$ cat src/rtl/fsm_pkg.sv
// Shared definitions for the 6502 instruction-cycle sequencer: addressing-mode
// codes, one-hot state bit positions and the state encoding built from them.
package fsm_pkg;

  localparam int MODE_W = 3;

  localparam logic [MODE_W-1:0] MODE_IMP  = 3'd0;
  localparam logic [MODE_W-1:0] MODE_ZP   = 3'd1;
  localparam logic [MODE_W-1:0] MODE_ZPY  = 3'd2;
  localparam logic [MODE_W-1:0] MODE_ABS  = 3'd3;
  localparam logic [MODE_W-1:0] MODE_ABSI = 3'd4;
  localparam logic [MODE_W-1:0] MODE_IND  = 3'd5;

  localparam int ST_W   = 7;
  localparam int ST_S0  = 0;
  localparam int ST_SOP = 1;
  localparam int ST_SLO = 2;
  localparam int ST_SHI = 3;
  localparam int ST_SIN = 4;
  localparam int ST_SCO = 5;
  localparam int ST_SLR = 6;

  typedef enum logic [ST_W-1:0] {
    STATE_S0  = ST_W'(1 << ST_S0),
    STATE_SOP = ST_W'(1 << ST_SOP),
    STATE_SLO = ST_W'(1 << ST_SLO),
    STATE_SHI = ST_W'(1 << ST_SHI),
    STATE_SIN = ST_W'(1 << ST_SIN),
    STATE_SCO = ST_W'(1 << ST_SCO),
    STATE_SLR = ST_W'(1 << ST_SLR)
  } state_e;

  // Codes 6 and 7 have no addressing sequence; they run as a two-cycle no-op.
  function automatic logic mode_is_illegal(input logic [MODE_W-1:0] mode);
    return mode > MODE_IND;
  endfunction

endpackage

$ cat src/rtl/fsm_state.sv
// 6502 instruction-cycle sequencer: one-hot state strobes, in-instruction cycle
// index and a sticky illegal-mode flag, all driven straight from flops.
module fsm_state
  import fsm_pkg::*;
#(
  parameter int CYC_W = 3
) (
  input  logic [4:0]       LOGISIM_CLOCK_TREE_0,
  input  logic             RST,
  input  logic             RDY,
  input  logic [2:0]       MODE,
  input  logic             CO,
  output logic             S0,
  output logic             SOP,
  output logic             SLO,
  output logic             SHI,
  output logic             SIN,
  output logic             SCO,
  output logic             SLR,
  output logic             SYNC,
  output logic [CYC_W-1:0] CYC,
  output logic             ILL
);

  logic w_clk;
  logic w_tick;
  logic w_adv;
  logic w_unused_clk_bits;

  assign w_clk             = LOGISIM_CLOCK_TREE_0[4];
  assign w_tick            = LOGISIM_CLOCK_TREE_0[2];
  assign w_unused_clk_bits = ^{LOGISIM_CLOCK_TREE_0[3], LOGISIM_CLOCK_TREE_0[1:0]};
  assign w_adv             = w_tick & RDY;

  logic [ST_W-1:0]   r_state;
  logic [MODE_W-1:0] r_mreg;
  logic [CYC_W-1:0]  r_cyc;
  logic              r_ill;

  logic [ST_W-1:0]   w_state_nxt;
  logic [MODE_W-1:0] w_mreg_nxt;
  logic [CYC_W-1:0]  w_cyc_nxt;
  logic              w_ill_nxt;

  // NOTE: every signal gets its hold value before the case, so no path leaves
  // one unassigned and no latch is inferred.
  always_comb begin
    w_state_nxt = r_state;
    w_mreg_nxt  = r_mreg;
    w_cyc_nxt   = r_cyc;
    w_ill_nxt   = r_ill;

    if (w_adv) begin
      case (r_state)
        STATE_S0: begin
          w_mreg_nxt = MODE;
          if (mode_is_illegal(MODE)) begin
            w_ill_nxt   = 1'b1;
            w_state_nxt = STATE_SOP;
          end else if (MODE == MODE_IMP) begin
            w_state_nxt = STATE_SOP;
          end else begin
            w_state_nxt = STATE_SLO;
          end
        end
        STATE_SOP: w_state_nxt = STATE_S0;
        STATE_SLO: begin
          if (r_mreg == MODE_ZP || r_mreg == MODE_ZPY) begin
            w_state_nxt = STATE_SLR;
          end else if (r_mreg == MODE_IND) begin
            w_state_nxt = STATE_SIN;
          end else begin
            w_state_nxt = STATE_SHI;
          end
        end
        STATE_SIN: w_state_nxt = STATE_SHI;
        // Page-crossing fix-up cycle only exists for the indexed modes.
        STATE_SHI: begin
          if ((r_mreg == MODE_ABSI || r_mreg == MODE_IND) && CO) begin
            w_state_nxt = STATE_SCO;
          end else begin
            w_state_nxt = STATE_SLR;
          end
        end
        STATE_SCO: w_state_nxt = STATE_SLR;
        STATE_SLR: w_state_nxt = STATE_S0;
        // Zero or several bits set: recover to the fetch cycle without using mreg.
        default:   w_state_nxt = STATE_S0;
      endcase

      if (w_state_nxt == STATE_S0) begin
        w_cyc_nxt = '0;
      end else if (r_cyc != {CYC_W{1'b1}}) begin
        w_cyc_nxt = r_cyc + CYC_W'(1);
      end
    end
  end

  // NOTE: state flops use non-blocking assignments so every register samples
  // the pre-edge values, independent of statement order.
  always_ff @(posedge w_clk) begin
    if (RST) begin
      r_state <= STATE_S0;
      r_mreg  <= MODE_IMP;
      r_cyc   <= '0;
      r_ill   <= 1'b0;
    end else begin
      r_state <= w_state_nxt;
      r_mreg  <= w_mreg_nxt;
      r_cyc   <= w_cyc_nxt;
      r_ill   <= w_ill_nxt;
    end
  end

  assign S0   = r_state[ST_S0];
  assign SOP  = r_state[ST_SOP];
  assign SLO  = r_state[ST_SLO];
  assign SHI  = r_state[ST_SHI];
  assign SIN  = r_state[ST_SIN];
  assign SCO  = r_state[ST_SCO];
  assign SLR  = r_state[ST_SLR];
  assign SYNC = r_state[ST_S0];
  assign CYC  = r_cyc;
  assign ILL  = r_ill;

endmodule
$ cat config.mk
export PLATFORM = sky130hd
export DESIGN_NAME = fsm_state
export DESIGN_NICKNAME = d
export VERILOG_FILES = /design/src/rtl/fsm_pkg.sv /design/src/rtl/fsm_state.sv
export SDC_FILE = /design/constraint.sdc
export NUM_CORES = 1
export LEC_CHECK = 0
export CAP_MARGIN = 20
export CORE_ASPECT_RATIO = 0.75
export CORE_MARGIN = 1.5
export CORE_UTILIZATION = 45
export DETAILED_ROUTE_END_ITERATION = 12
export GPL_ROUTABILITY_DRIVEN = 0
export PLACE_DENSITY = 0.82
export SLEW_MARGIN = 10
export SYNTH_ARGS = -nofsm -noshare
export SYNTH_HDL_FRONTEND = slang
export SYNTH_SLANG_ARGS = --single-unit
$ cat constraint.sdc
create_clock -name LOGISIM_CLOCK_TREE_0 -period 3.8 [get_ports LOGISIM_CLOCK_TREE_0]
set_input_delay 0.38 -clock LOGISIM_CLOCK_TREE_0 [delete_from_list [all_inputs] [get_ports LOGISIM_CLOCK_TREE_0]]
set_output_delay 0.38 -clock LOGISIM_CLOCK_TREE_0 [all_outputs]
set_load 0.01 [all_outputs]
==> results.yml, run 1 <==
setup_path:
  critical-path-slowest-cell: "sky130_fd_sc_hd__a31oi_1"
  cpMostUsedCell: "sky130_fd_sc_hd__clkbuf_4"
  critPathRequiredTime_ns: 3.96
  capture_point_of_the_worst_reg_to_reg_path: "CYC[0]"
  worstSetupStartpointType: "clock port"
  worst_r2r_startpoint: "r_state[4]"
  criticalPathCategory: "clock port to flop"
  worstPathMaxFanout: 6
  crit_path_cell_trace: "clkbuf_4 -> clkbuf_4 -> nand2_1 -> clkbuf_4 -> clkbuf_4 -> nor4_4 -> clkbuf_4 -> clkbuf_4 -> a31oi_1 -> nor2_1"
  cp_peak_stage_delay_ns: 0.20
  arrival_ns: 3.15
  reg2reg_setup_slack_ns: 1.64
  worstSetupEndpointType: "flop"
  reg2reg_depth: 6
floorplan:
  die_h_um: 39.0
  rows: 12
  initial_utilization: 0.503
  fp.dieW_um: 51.0
  fp.dieArea_mm2: 0.00199
  core_area_mm2: 0.00155
  io_pins: 23
synthesis:
  postSynthCellCount: 88
  synth_edf_count: 0
  syn-cell-area_um2: 778
  avgSynthCellArea_um2: 8.84
  synth_ff_type: "sky130_fd_sc_hd__dfxtp_1"
  synth.net_count: 101
  ys_ff_latch: 14
  synth.cells.most_frequent: "14 x sky130_fd_sc_hd__dfxtp_1, 7 x sky130_fd_sc_hd__nand2b_1, 7 x sky130_fd_sc_hd__nor2_1"
  yosysMostFrequentCell: "sky130_fd_sc_hd__dfxtp_1"
  synth-seq-area-share: 0.360
  netlist-cell-type-count: 35
  post-synth-top-area-fraction: 0.360
  synth.area.top_cells: "sky130_fd_sc_hd__dfxtp_1 36%, sky130_fd_sc_hd__nand2b_1 5.6%, sky130_fd_sc_hd__a21oi_1 3.9%"
  async_flop_share: 0
  ys.warnings.count: 0
  synth_top_cell_by_area: "sky130_fd_sc_hd__dfxtp_1"
cts:
  tritoncts_clock_tree: "done"
  clk_latency_ns: 0.29
  cts.repair_timing.setup_buffer_count: 0
  ctsHoldBuffers: 0
  worst_setup_hold_path_clk_slew_ns: 0.09
  cts_resized: 0
route:
  drt-pass1-iter-count: 6
  route.antenna.remaining_nets: 0
  detailedRoute.firstIterationViolations: 65
  vias: 938
  wire_per_inst_um: 17.2
  detail_route.wirelength_um: 2650
  remaining_drc_errors: 0
  via_per_inst: 6.09
finish:
  area_growth_syn_to_layout_pct: 55.5
  n_antenna_cell: 0
  num-nets-final: 140
  fillers: 113
  drive_above_1_share: 0.241
sta:
  grt_setup_unrepaired: "false"
  slew_headroom: 0.555
  report.final.hold_viol_count: 0
  final.setup_skew_ns: 0.00162
  final_max_slew_viol_count: 0
  setup-tns-final_ns: 0
  slew_at_the_pin_with_the_worst_max_slew_slack_ns: 0.657
  timing.final.setup_violations: 0
power_and_ir_drop:
  static-leakage-power_uw: 0.000474
  powerDensity_mw_per_mm2: 700
  worst_ir_drop_vdd_v: 0.000469
  p_total_uw: 847
run_status:
  run_status: "complete, no violations"
global_route:
  antenna_found_initial: 0
  first_global_vias: 1198
  grt_overflow: 0
  grt_first_pass_wirelength_um: 4510
  grt_usage: 0.375
  grt_max_degree: 16
min_path:
  hp-start: "LOGISIM_CLOCK_TREE_0[2]"
  whs_path_depth: 7
  holdPathEnd: "r_state[5]"
  holdCritPathClass: "clock port to flop"
placement:
  detailed_place_hpwl_um: 1190
  io_port_bufs: 18
run:
  max_cap_viol_count: 0
[cell type report]
class / count / area (um^2) / area share
multi-input cells: 68 / 472 / 0.390
inverters: 1 / 3.75 / 0.00310
well taps: 21 / 26.3 / 0.0217
flip-flops and latches: 14 / 280 / 0.232
clock buffers: 30 / 213 / 0.176
repair buffers: 18 / 180 / 0.149
clock inverters: 2 / 35.0 / 0.0290
[critical path, delay by kind of cell]
| kind | cells | cell delay, ns |
|---|---|---|
| compound gates | 1 | 0.20 |
| simple gates | 3 | 0.17 |
| buf+inv | 6 | 0.87 |
[layout by cell type (no fill, tap or decap), drive strengths merged, types with 2 or more instances in the layout]
master / instances
clkbuf: 30
clkdlybuf4s50: 18
dfxtp: 14
nand2b: 7
nor2: 7
a21oi: 6
nand2: 5
o21ai: 4
nor4: 4
a21o: 3
nor2b: 3
mux2i: 3
or4: 3
a22oi: 2
nand3: 2
a22o: 2
a31oi: 2
ha: 2
[state kept, by name (all words and copies together), names as in the netlist]
| register | cells |
|---|---|
| CYC | 3 |
| r_mreg | 3 |
| r_state | 7 |
| ILL | 1 |
[worst max path at each step]
stage,from,to,cells past startpoint
final,LOGISIM_CLOCK_TREE_0[2],ILL,10
after CTS,LOGISIM_CLOCK_TREE_0[2],ILL,10
after floorplan,LOGISIM_CLOCK_TREE_0[2],r_state[6],4
after global routing,LOGISIM_CLOCK_TREE_0[2],ILL,10
after global placement,LOGISIM_CLOCK_TREE_0[2],CYC[0],3
after detailed placement,LOGISIM_CLOCK_TREE_0[2],CYC[0],3
[routing by layer]
metal	GRT usage	wire length, um	part of all wire	vias up
met5	0.100	0	0	-
met4	0.588	95	0.036	0
met3	0.446	289	0.11	17
met2	0.416	1260	0.47	70
met1	0.250	1010	0.38	435
li1	-	-	-	416
[where the power goes]
part	leakage (uW)	switching [uW]	internal [uW]	total [uW]
Sequential	0.000114	48.2	177	225
Clock	0.000206	183	283	466
Combinational	0.000154	75.5	80.5	156
Total	0.000474	307	541	847
[per-stage QoR]
step	util	instance area (um^2)	instances	setup WS, ns	hold slack, ns
2_1_floorplan	-	778	88	1.04	0.459
3_3_place_gp	0.622	962	122	1.14	0.439
3_5_place_dp	0.622	962	122	1.14	0.440
4_1_cts	0.782	1210	154	0.801	0.466
5_1_grt	0.782	1210	154	0.704	0.524
6_report	0.782	1210	154	0.810	0.467
[cells by family after synthesis]
| kind of cell | after synthesis | synth area share |
|---|---|---|
| XOR/XNOR | 2 | 0.0225 |
| adder cells (fa/ha/maj) | 2 | 0.0321 |
| AND/OR/NAND/NOR | 37 | 0.294 |
| flip-flops | 14 | 0.360 |
| AO/OA/AOI/OAI | 23 | 0.204 |
| multiplexers | 4 | 0.0531 |
| buffers and inverters | 6 | 0.0338 |
Note: power is estimated with default switching activity, not from simulation.
==> inputs of run 2 (changes only) <==
==> constraint.sdc (replaced) <==
create_clock -name LOGISIM_CLOCK_TREE_0 -period 3 [get_ports LOGISIM_CLOCK_TREE_0]
set_input_delay 0.3 -clock LOGISIM_CLOCK_TREE_0 [delete_from_list [all_inputs] [get_ports LOGISIM_CLOCK_TREE_0]]
set_output_delay 0.3 -clock LOGISIM_CLOCK_TREE_0 [all_outputs]
set_load 0.01 [all_outputs]
==> run 2 against run 1 <==
Effect of this change:
- worst hold slack better by 0.0024 ns
- clock skew decreased by 0.00079 ns
- setup slack got worse by 0.39 ns
- routed wire length decreased by 0.23%
- via count is the same
- combinational power up 29%
- register-to-register slack worse by 0.75 ns
- critical endpoint is now r_state[2]
- largest power group unchanged
==> results.yml, run 2 (synthesized netlist as in run 1, its figures left out) <==
setup_path:
  critPathRequiredTime_ns: 3.17
  cpMostUsedCell: "sky130_fd_sc_hd__clkbuf_4"
  path_delay_family: "buffers and inverters"
  timing.critical_path.buf_inv: 6
  reg2reg_setup_slack_ns: 0.89
  arrival_ns: 2.75
  crit_path_cell_trace: "clkbuf_4 -> clkbuf_4 -> nand2_1 -> clkbuf_4 -> clkbuf_4 -> nor4_4 -> clkbuf_4 -> clkbuf_4 -> a22oi_1 -> nor2_1"
  worstSetupStartpointType: "clock port"
  worstPathMaxFanout: 6
  criticalPathCategory: "clock port to flop"
  cp_peak_stage_delay_ns: 0.18
  worstSetupEndpointType: "flop"
  critical-path-slowest-cell: "sky130_fd_sc_hd__clkbuf_4"
floorplan:
  io_pins: 23
  rows: 12
  fp.dieW_um: 51.0
  initial_utilization: 0.503
  core_area_mm2: 0.00155
  fp.dieArea_mm2: 0.00199
  die_h_um: 39.0
global_route:
  first_global_vias: 1142
  grt_usage: 0.345
  antenna_found_initial: 0
  grt_first_pass_wirelength_um: 4150
  grt_max_degree: 16
  grt_overflow: 0
min_path:
  holdCritPathClass: "clock port to flop"
cts:
  ctsHoldBuffers: 0
  tritoncts_clock_tree: "done"
  worst_setup_hold_path_clk_slew_ns: 0.09
  cts_resized: 0
  clk_latency_ns: 0.30
  cts.repair_timing.setup_buffer_count: 0
route:
  drt-pass1-iter-count: 5
  remaining_drc_errors: 0
  wire_per_inst_um: 17.2
  vias: 938
  via_per_inst: 6.09
  detail_route.wirelength_um: 2640
  route.antenna.remaining_nets: 0
  detailedRoute.firstIterationViolations: 71
sta:
  final_max_slew_viol_count: 0
  grt_setup_unrepaired: "false"
  timing.final.setup_violations: 0
  final.setup_skew_ns: 0.000832
  slew_at_the_pin_with_the_worst_max_slew_slack_ns: 0.587
  setup-tns-final_ns: 0
  report.final.hold_viol_count: 0
  slew_headroom: 0.602
finish:
  area_growth_syn_to_layout_pct: 58.7
  n_antenna_cell: 0
  drive_above_1_share: 0.241
  layout_common_cells: "24 x sky130_fd_sc_hd__clkbuf_4, 18 x sky130_fd_sc_hd__clkdlybuf4s50_1, 14 x sky130_fd_sc_hd__dfxtp_1"
  largest_register_ffs: 7
  layout.cells.most_common: "sky130_fd_sc_hd__clkbuf_4"
  largest-register: "r_state"
  num-nets-final: 140
  fillers: 91
power_and_ir_drop:
  static-leakage-power_uw: 0.000483
  p_total_uw: 1140
  worst_ir_drop_vdd_v: 0.000666
  powerDensity_mw_per_mm2: 923
run_status:
  run_status: "complete, no violations"
run:
  max_cap_viol_count: 0
placement:
  detailed_place_hpwl_um: 1240
  io_port_bufs: 18
==> run 2: cell types whose count changed in the layout (fill, tap and decap cells not counted), sizes merged <==
cell    previous run  this run
bufinv             1         2
clkinv             1         0
==> run 2: tightest hold or removal path, stage by stage <==
cell and delay [ns]:
sky130_fd_sc_hd__clkbuf_4 0.12, sky130_fd_sc_hd__clkbuf_4 0.13, sky130_fd_sc_hd__nand2_1 0.05, sky130_fd_sc_hd__clkbuf_4 0.13
sky130_fd_sc_hd__clkbuf_4 0.17, sky130_fd_sc_hd__nand2_1 0.07, sky130_fd_sc_hd__a21oi_1 0.05
==> run 2: final timing paths <==
| kind | start | cells past startpoint | to |
|---|---|---|---|
| worst max-delay path | LOGISIM_CLOCK_TREE_0[2] | 10 | r_state[2] |
| worst min-delay path | LOGISIM_CLOCK_TREE_0[2] | 7 | r_state[3] |
| worst max register to register | r_state[4] | 6 | CYC[0] |
| worst min register to register | ILL | 2 | ILL |
==> run 2: layer usage <==
metal	vias up	share of wire	track usage
met5	-	0	0
met2	90	0.43	0.331
met4	0	0.064	0.635
met3	25	0.11	0.419
li1	414	-	-
met1	409	0.39	0.235
==> run 2: final cells by class <==
| type | count | area (um^2) | area share |
|---|---|---|---|
| multi-input combinational | 68 | 472 | 0.382 |
| sequential | 14 | 280 | 0.227 |
| clock buffer | 30 | 213 | 0.172 |
| timing repair buffer | 18 | 180 | 0.146 |
| clock inverter | 2 | 60.1 | 0.0486 |
| tap | 21 | 26.3 | 0.0213 |
| inverter | 1 | 3.75 | 0.00304 |
==> run 2: metrics by stage <==
stage           util  cell area, um^2  setup slack [ns]  cells  hold WS (ns)
6_report       0.799             1230             0.419    154         0.469
5_1_grt        0.799             1230             0.389    154         0.485
4_1_cts        0.799             1230             0.424    154         0.468
3_5_place_dp   0.622              962             0.745    122         0.439
3_3_place_gp   0.622              962             0.745    122         0.439
2_1_floorplan      -              778             0.638     88         0.379
==> run 2: report_power, final <==
part	switching [uW]	total, uW	internal [uW]
Combinational	98.4	201	103
Sequential	60.4	284	224
Clock	250	655	405
Total	409	1140	731
